File: src/rtl/fp_div_out_stage.sv
// fp_div_out_stage: registered output FIFO behind the fp_div divider.
// Canonicalises special results and tracks sticky flags and event counters.
module fp_div_out_stage #(
  parameter int DEPTH = 2,
  parameter int CNT_W = 16
) (
  input  logic             clk,
  input  logic             rst_n,
  input  logic             in_valid,
  output logic             in_ready,
  input  logic [31:0]      in_res,
  input  logic             in_exp_overflow,
  input  logic             in_nan,
  input  logic             in_zero,
  output logic             out_valid,
  input  logic             out_ready,
  output logic [31:0]      out_res,
  output logic [2:0]       out_flags,
  output logic [2:0]       sticky_flags,
  input  logic             sticky_clr,
  output logic [CNT_W-1:0] ovf_cnt,
  output logic [CNT_W-1:0] nan_cnt
);

  localparam int PW = $clog2(DEPTH);
  localparam int CW = $clog2(DEPTH + 1);
  localparam logic [CW-1:0] FULL_CNT = CW'(DEPTH);

  logic [31:0]   mem_res [DEPTH];
  logic [2:0]    mem_flg [DEPTH];
  logic [PW-1:0] wr_ptr;
  logic [PW-1:0] rd_ptr;
  logic [CW-1:0] occ;
  logic          push;
  logic          pop;
  logic [31:0]   canon;
  logic [2:0]    in_flags;

  assign in_ready  = (occ != FULL_CNT);
  assign out_valid = (occ != '0);
  assign push      = in_valid && in_ready;
  assign pop       = out_valid && out_ready;
  assign in_flags  = {in_exp_overflow, in_nan, in_zero};
  assign out_res   = mem_res[rd_ptr];
  assign out_flags = mem_flg[rd_ptr];

  // Canonicalise specials: nan beats overflow beats zero.
  always_comb begin
    canon = in_res;
    if (in_nan)
      canon = 32'h7FC0_0000;
    else if (in_exp_overflow)
      canon = {in_res[31], 8'hFF, 23'h0};
    else if (in_zero)
      canon = {in_res[31], 31'h0};
  end

  // FIFO storage, pointers and occupancy.
  always_ff @(posedge clk or negedge rst_n) begin
    if (!rst_n) begin
      for (int i = 0; i < DEPTH; i++) begin
        mem_res[i] <= '0;
        mem_flg[i] <= '0;
      end
      wr_ptr <= '0;
      rd_ptr <= '0;
      occ    <= '0;
    end else begin
      if (push) begin
        mem_res[wr_ptr] <= canon;
        mem_flg[wr_ptr] <= in_flags;
        wr_ptr          <= wr_ptr + PW'(1);
      end
      if (pop)
        rd_ptr <= rd_ptr + PW'(1);
      unique case ({push, pop})
        2'b10:   occ <= occ + CW'(1);
        2'b01:   occ <= occ - CW'(1);
        default: occ <= occ;
      endcase
    end
  end

  // Sticky flags: set on push wins over clear.
  always_ff @(posedge clk or negedge rst_n) begin
    if (!rst_n)
      sticky_flags <= '0;
    else if (sticky_clr)
      sticky_flags <= push ? in_flags : 3'b000;
    else if (push)
      sticky_flags <= sticky_flags | in_flags;
  end

  // Saturating overflow counter.
  always_ff @(posedge clk or negedge rst_n) begin
    if (!rst_n)
      ovf_cnt <= '0;
    else if (sticky_clr)
      ovf_cnt <= (push && in_exp_overflow) ? CNT_W'(1) : '0;
    else if (push && in_exp_overflow && (ovf_cnt != '1))
      ovf_cnt <= ovf_cnt + CNT_W'(1);
  end

  // Saturating nan counter.
  always_ff @(posedge clk or negedge rst_n) begin
    if (!rst_n)
      nan_cnt <= '0;
    else if (sticky_clr)
      nan_cnt <= (push && in_nan) ? CNT_W'(1) : '0;
    else if (push && in_nan && (nan_cnt != '1))
      nan_cnt <= nan_cnt + CNT_W'(1);
  end

endmodule

File: config.mk
export PLATFORM = sky130hd
export DESIGN_NAME = fp_div_out_stage
export DESIGN_NICKNAME = d
export VERILOG_FILES = /design/src/rtl/fp_div_out_stage.sv
export SDC_FILE = /design/constraint.sdc
export NUM_CORES = 1
export LEC_CHECK = 0
export BUFFER_PORTS_ARGS = -buffer_cell sky130_fd_sc_hd__buf_4
export CAP_MARGIN = 30
export CORE_MARGIN = 4
export CORE_UTILIZATION = 45
export CTS_CLUSTER_DIAMETER = 40
export CTS_CLUSTER_SIZE = 20
export DETAILED_ROUTE_END_ITERATION = 16
export GPL_TIMING_DRIVEN = 0
export PLACE_DENSITY = 0.64
export SLEW_MARGIN = 10
export SYNTH_ARGS = -nofsm -noshare
export SYNTH_HDL_FRONTEND = slang
export SYNTH_SLANG_ARGS = --single-unit
File: constraint.sdc
create_clock -name clk -period 4.5 [get_ports clk]
set_input_delay 0.225 -clock clk [delete_from_list [all_inputs] [get_ports clk]]
set_output_delay 0.225 -clock clk [all_outputs]
set_load 0.02 [all_outputs]
# After elaboration in Yosys (flattened, before gate mapping)
# Cells that the tools add are included.
# word_totals
ff_bits	109
wordCells	64
# classes
muxes	25
eq_ne	5
addsub	6
n_reduce_logical	12
bitwise	3
magnitude_cmp	3
# op_table
cell	count
32-bit two-way mux	5
64-bit bitwise mux	1
16-bit two-way mux	4
31-bit two-way mux	2
16-bit by 1-bit adder with 16-bit output (second input constant)	2
32-bit demux with 1-bit select	1
16-bit inequality test (second input constant)	2
3-bit two-way mux	7
2-bit nonzero test	5
1-bit logical AND	7
6-bit bitwise mux	1
2-bit greater-or-equal comparator (second input constant)	2
1-bit NOT with 2-bit output	2
2-bit one-hot mux with 2 select lines	1
3-bit demux with 1-bit select	1
3-bit OR	1
1-bit adder (second input constant)	2
2-bit by 1-bit adder with 2-bit output (second input constant)	1
2-bit by 1-bit equality test with 1-bit output (second input constant)	1
2-bit equality test (second input constant)	1
2-bit by 1-bit < comparator with 1-bit output (second input constant)	1
1-bit two-way mux	2
2-bit inequality test (second input constant)	1
2-bit by 1-bit subtractor with 2-bit output (second input constant)	1

# Logic depth before layout (Yosys ltp)
# Gate-level depths: netlist of the first run.
# depth
depth_word	6
ltp_mapped	8

# Worst setup path before layout of the first run
# Ideal clock, no wire load.
# synth_timing
kind	register -> register
from	register ovf_cnt[0]
to	register ovf_cnt[2]
arrival_ns	2.034
path_stages_with_launch	6
required_time_ns	4.375
slack_ns	2.341
n_path_buf	0
synth_period_minus_slack_ns	2.159
cell_sequence	dfrtp_1 ha_1 nand4_1 or4_1 nand3_1 mux2_2
# synth_between
elab_chain_len	3
elab_cells_between_ends	6
cone_classes	add/sub (1); eq/ne (1); mux (2); reduce/logical (2)
# synth_lines
item	line_no	text
from (decl)	21	output logic [CNT_W-1:0] ovf_cnt,
from (signal assigned)	99	ovf_cnt <= (push && in_exp_overflow) ? CNT_W'(1) : '0;
from (signal assigned)	101	ovf_cnt <= ovf_cnt + CNT_W'(1);
16-bit by 1-bit adder with 16-bit output or 16-bit inequality test (tied branches)	101, 100	
16-bit two-way mux or 1-bit logical AND (tied branches)	100	else if (push && in_exp_overflow && (ovf_cnt != '1))
16-bit two-way mux or 2-bit nonzero test (tied branches)	--	
# Parallel ways exist; a longest one is shown, timed or not. The select of a mux whose other input is x is not followed.
# A chain may end at the register's enable or synchronous reset.

# Final worst setup path of the first run
# layout_timing
from	register rd_ptr
to	output port out_res[2]
# layout_between
elab_chain_len	4
# layout_lines
item	line_no	text
from (decl)	32	logic [PW-1:0] rd_ptr;
from (signal assigned)	75	rd_ptr <= rd_ptr + PW'(1);
1-bit NOT with 2-bit output (implied by the code)	44	assign out_res = mem_res[rd_ptr];
32-bit two-way mux (implied by the code) (3 in series)	44	
to (decl)	17	output logic [31:0] out_res,
# No other way between the ends. The select of a mux whose other input is x is not followed.

==> flow_summary_export.csv, run 1 <==
group,metric,value,unit
drt,drc,0,
timing,setup_ws,2.135,ns
critical_path,slowest_stage,"buf_1",
placement,port_buffers,108,
cts,cts_made_buffers,9,
timing,fin_skew,0.008255,ns
synth,synthArstFlopShare,100.0,%
critical_path,critPathKind,"register to primary output",
synth,netlist-cell-type-count,38,
power,p_leak,3.015,nW
drt,drt_wl_total,14260,um
critical_path,worstRegToRegCells,5,
power,ir_worst_vdd,409.9,uV
drt,avgViaCountPerCell,5.503,
synth,synthFlopType,"dfrtp_1",
layout,num-nets-final,764,
timing,slew_headroom,34.75,%
timing,min_period,2.365,ns
run,maxCapViolCount,0,
global_routing,grt_overflow_total,0,
cts,htreeDepth,3,
die,die_w,117.1,um
timing,finalSetupTns,0,ns
synth,yosysWarnings,0,
cts,clock-root-buffer,"clkbuf_16",
layout,fill_cells,1079,
synth,synthCells,598,
global_routing,grt_max_degree,73,
timing,setup_viol,0,
synth,syn_area_per_cell,8.949,um^2
global_routing,grt_usage,21.23,%
placement,pre_cts_ws,1.883,ns
critical_path,worst-path-max-fanout,10,
layout,n_antenna_cell,0,
power,finalPower,0.003354,W
drt,postRouteAntennaNets,0,
drt,firstDrtPassIters,7,
critical_path,timing.rr.end,"ovf_cnt[2]",
cts,worstSkewPairLatency,0.35,ns
global_routing,grt_pass1_vias,4533,
critical_path,crit_path_cell_trace,"buf_1 > clkbuf_1 > nand2_1 > o21ai_0 > buf_4",
critical_path,regToRegSetupSlack,2.21,ns
die,die_y,117.1,um
die,coreArea,11520,um^2
layout,synthToLayoutAreaGrowth,24.64,%
die,start_util,46.47,%
cts,cts.sinks,109,
critical_path,worstSetupStartpointType,"register",
hold_path,hold_end,"mem_res[16]",
die,rows,39,
global_routing,grt_pass1_wl,22700,um
placement,gp_congestion,0.8659,
global_routing,antenna_found_initial,0,
hold_path,hold_class,"primary input to register",
layout,stdcell_count,868,
critical_path,critPathMaxStageDelay,0.47,ns
timing,hold_viol,0,
drt,routedWlPerCell,16.43,um
placement,place_hpwl,10340,um
timing,max_freq,0.4228,GHz
die,io_pins,112,
critical_path,required,4.28,ns
synth,ys_seq_elements,109,
power,power_density,502.8,nW/um^2
timing,rsz0062_at_grt,"no",
timing,worstMarginPinSlew,0.9712,ns
drt,drtIter0Drc,346,
layout,final_common_cell,"dfrtp_1",
timing,finalMaxSlewViolations,0,
synth,synth_fp_nets,641,
synth,synth_edf_count,0,
synth,seq_area_frac_synth,50.97,%
timing,holdWs,0.09573,ns
cts,clkTransAtPathRegs,0.07,ns
critical_path,timing.rr.start,"ovf_cnt[0]",
critical_path,arrival,2.14,ns
hold_path,hp-start,"in_res[16]",
layout,mostFrequentLayoutCells,"dfrtp_1 (109), buf_4 (107), nand2_1 (90)",
cts,ctsLongestPathBuffers,2,
placement,place_inst,850,
layout,drive_gt1_share,23.31,%
synth,netlist_area,5351,um^2
status,status,"complete, no violations",
hold_path,hold_depth,3,
die,dieArea,13700,um^2
drt,num_vias,4777,
cts,cts_tree,"done",
critical_path,end_kind,"primary output",
timing,min_period_over_period,52.56,%
cts,post-cts-setup-buffer-count,0,
-- what timing repair did --
| item | 4_1_cts | 5_1_grt |
|---|---|---|
| hold buffers | 1 | 0 |
| gates resized for setup | 0 | 0 |
| endpoints found under the hold margin | 37 | 0 |
-- cells by family (layout without fill, tap and decap cells) --
kind of cell	Yosys count	count (layout)	share of synthesized area, %
simple gates	270	270	24.15
flops	109	109	50.97
compound gates	100	100	10.38
buf+inv	75	202	5.424
mux	36	36	7.552
xor+xnor	5	5	0.8185
fa+ha+maj	3	3	0.7015
-- state kept, by name, indices dropped and copies added, names as in the netlist --
register,count
occ,2
ovf_cnt,16
mem_res,64
mem_flg,6
sticky_flags,3
wr_ptr,1
rd_ptr,1
nan_cnt,16
-- worst max path at each step --
stage / slack, ns / end / start
floorplan: 2.34 / ovf_cnt[2] / ovf_cnt[0]
global placement: 1.86 / ovf_cnt[7] / ovf_cnt[0]
detailed placement: 1.88 / ovf_cnt[1] / ovf_cnt[0]
CTS: 1.86 / ovf_cnt[1] / ovf_cnt[0]
global route: 2.00 / mem_res[2] / occ[1]
finish: 2.13 / out_res[2] / rd_ptr
-- cell usage after synthesis (4+ instances only) --
master    instances  area, um^2
nor2b_1          12       75.07
o21ai_0          63       315.3
o31ai_1           9       67.56
a21oi_1          17       85.08
nand4_1          12       75.07
nor3_1           11       55.05
dfrtp_1         109        2728
and4_1            4       35.03
or4_1            11       82.58
buf_2             6       30.03
nand2_1          90       337.8
nand3_1          58       290.3
nor2_1           45       168.9
or3_1             6       37.54
nor4_1           10       62.56
clkbuf_1         27       101.4
mux2_2           35       394.1
inv_1            39       146.4
-- report_power, final --
part	leakage (nW)	switching, W	internal, W
Sequential	1.41	0.000117	0.00121
Clock	0.135	0.000349	0.000403
Combinational	1.47	0.000774	0.000503
Total	3.01	0.00124	0.00211
-- critical path: cells and delay by family, from the launching register on --
kind / cells / cell delay (ns)
buf+inv: 3 / 1.14
compound gates: 1 / 0.15
flops: 1 / 0.39
simple gates: 1 / 0.11
-- final cells by class --
class	instances	area (um^2)	share of cell area [%]
Tap cell	143	178.9	2.682
Sequential cell	109	2728	40.89
Clock inverter	3	21.27	0.3189
Inverter	39	146.4	2.195
Buffer	36	143.9	2.157
Timing Repair Buffer	112	862.1	12.92
Multi-Input combinational cell	414	2333	34.98
Clock buffer	12	256.5	3.845
-- per-stage QoR --
| step | util [%] | area, um^2 |
|---|---|---|
| 6_report | 57.92 | 6670 |
| 5_1_grt | 57.92 | 6670 |
| 4_1_cts | 57.83 | 6660 |
| 3_5_place_dp | 55.33 | 6372 |
| 3_3_place_gp | 55.06 | 6341 |
| 2_1_floorplan | - | 5351 |
-- layer usage --
metal  up-vias  GRT usage [%]  routed length, um  share of wire (%)
met5         -              0                  0                  0
met4         0          8.716                282                2.0
met3        20          4.576                793                5.6
met2       148          33.03               6753                 47
met1      2303          28.99               6430                 45
li1       2306              -                  -                  -
(Power assumes the default switching activity.)
==> inputs of run 2 (changes only) <==
==> constraint.sdc (replaced) <==
create_clock -name clk -period 2.3 [get_ports clk]
set_input_delay 0.115 -clock clk [delete_from_list [all_inputs] [get_ports clk]]
set_output_delay 0.115 -clock clk [all_outputs]
set_load 0.02 [all_outputs]
==> flow_summary_export.csv, run 2 (synthesis gave the netlist of run 1 again) <==
group,metric,value,unit
drt,drc,0,
critical_path,critPathKind,"register to register",
critical_path,required,2.54,ns
layout,design_area,6897,um^2
placement,dpl_cell_area,6372,um^2
drt,drt_wl_total,14490,um
die,die_w,117.1,um
timing,fin_skew,0.007019,ns
critical_path,end_kind,"register",
die,coreArea,11520,um^2
global_routing,grt_pass1_vias,4640,
critical_path,critPathLaunch,"ovf_cnt[0]",
cts,htreeDepth,3,
drt,firstDrtPassIters,7,
die,rows,39,
layout,stdcell_count,887,
cts,clkTransAtPathRegs,0.07,ns
cts,clock-root-buffer,"clkbuf_16",
layout,synthToLayoutAreaGrowth,28.88,%
drt,routedWlPerCell,16.34,um
placement,place_inst,850,
placement,port_buffers,108,
timing,min_period_over_period,96.72,%
power,finalPower,0.006595,W
die,start_util,46.47,%
critical_path,critPathMaxStageDelay,0.66,ns
power,power_density,956.3,nW/um^2
power,ir_worst_vdd,796.2,uV
global_routing,grt_max_degree,73,
status,status,"complete, no violations",
placement,gp_congestion,0.8659,
timing,worstMarginPinSlew,0.9498,ns
global_routing,grt_pass1_wl,23070,um
die,io_pins,112,
critical_path,worst-path-max-fanout,7,
layout,largest_reg_flops,64,
placement,place_hpwl,10340,um
drt,drtIter0Drc,379,
layout,drive_gt1_share,23.79,%
critical_path,slowest_stage,"or4_4",
cts,cts_made_buffers,9,
die,die_y,117.1,um
drt,avgViaCountPerCell,5.493,
layout,top_register,"mem_res",
power,p_leak,3.124,nW
run,maxCapViolCount,0,
hold_path,hold_class,"primary input to register",
timing,slew_headroom,36.19,%
drt,num_vias,4872,
die,dieArea,13700,um^2
cts,worstSkewPairLatency,0.35,ns
global_routing,grt_overflow_total,0,
cts,cts.sinks,109,
critical_path,arrival,2.46,ns
timing,holdWs,0.006666,ns
global_routing,antenna_found_initial,0,
timing,max_freq,0.4495,GHz
critical_path,crit_path_cell_trace,"ha_2 > nand4_1 > or4_4 > nand3_1 > mux2_2",
layout,num-nets-final,783,
hold_path,hp-start,"in_res[14]",
timing,setup_viol,0,
global_routing,grt_usage,21.51,%
layout,mostFrequentLayoutCells,"buf_4 (109), dfrtp_1 (109), nand2_1 (90)",
timing,min_period,2.224,ns
drt,postRouteAntennaNets,0,
timing,rsz0062_at_grt,"no",
critical_path,timing.rr.start,"ovf_cnt[0]",
layout,reg_top3,"mem_res (64), nan_cnt (16), ovf_cnt (16)",
timing,hold_viol,0,
critical_path,worstSetupStartpointType,"register",
cts,ctsLongestPathBuffers,2,
cts,cts_tree,"done",
timing,finalMaxSlewViolations,0,
layout,n_antenna_cell,0,
-- run 2: through the flow --
stage | setup slack [ns] | TNS, ns | utilization (%)
2_1_floorplan | 0.1412 | 0 | -
3_3_place_gp | -0.3388 | -2.691 | 55.06
3_5_place_dp | -0.3165 | -2.570 | 55.33
4_1_cts | 0.003042 | 0 | 59.65
5_1_grt | 0.005190 | 0 | 59.89
6_report | 0.07553 | 0 | 59.89
-- run 2: area by class of cell --
class | count | area [um^2]
Timing Repair Buffer | 132 | 1062
Inverter | 39 | 146.4
Clock inverter | 3 | 21.27
Sequential cell | 109 | 2728
Buffer | 35 | 143.9
Fill cell | 1054 | 4619
Tap cell | 143 | 178.9
Multi-Input combinational cell | 414 | 2360
Clock buffer | 12 | 256.5
-- run 2: repair_timing --
item	CTS	global route
setup buffers	0	2
hold buffers	20	0
endpoints found under the setup margin	9	61
resized for setup	3	7
cloned	0	0
pin swaps	1	1
endpoints found under the hold margin	64	0
-- run 2: final timing paths --
| check | to | slack (ns) | cells after the start |
|---|---|---|---|
| max in group asynchronous | nan_cnt[8] | 1.39 | 3 |
| worst min-delay path | mem_res[46] | 0.007 | 3 |
| min in group asynchronous | mem_res[39] | 0.22 | 2 |
| worst max-delay path | ovf_cnt[2] | 0.08 | 5 |
| worst min register to register | mem_res[16] | 0.47 | 2 |
| worst max register to register | ovf_cnt[2] | 0.08 | 5 |
-- run 2: layer usage --
| layer | up-vias | global-route usage [%] | part of all wire, % |
|---|---|---|---|
| li1 | 2341 | - | - |
| met1 | 2352 | 29.25 | 45 |
| met2 | 159 | 33.67 | 47 |
| met3 | 20 | 4.576 | 6.1 |
| met4 | 0 | 8.792 | 1.9 |
| met5 | - | 0 | 0 |
-- run 2: power by group --
group	switching, W	leakage, nW	internal (W)
Sequential	0.000231	1.41	0.00236
Clock	0.000690	0.135	0.000789
Combinational	0.00151	1.58	0.00101
Total	0.00243	3.12	0.00416
-- run 2: critical path: cells and delay by family (launching register included) --
kind,cells,cell delay (ns)
flops,1,0.47
mux,1,0.32
simple gates,3,1.04
fa+ha+maj,1,0.28
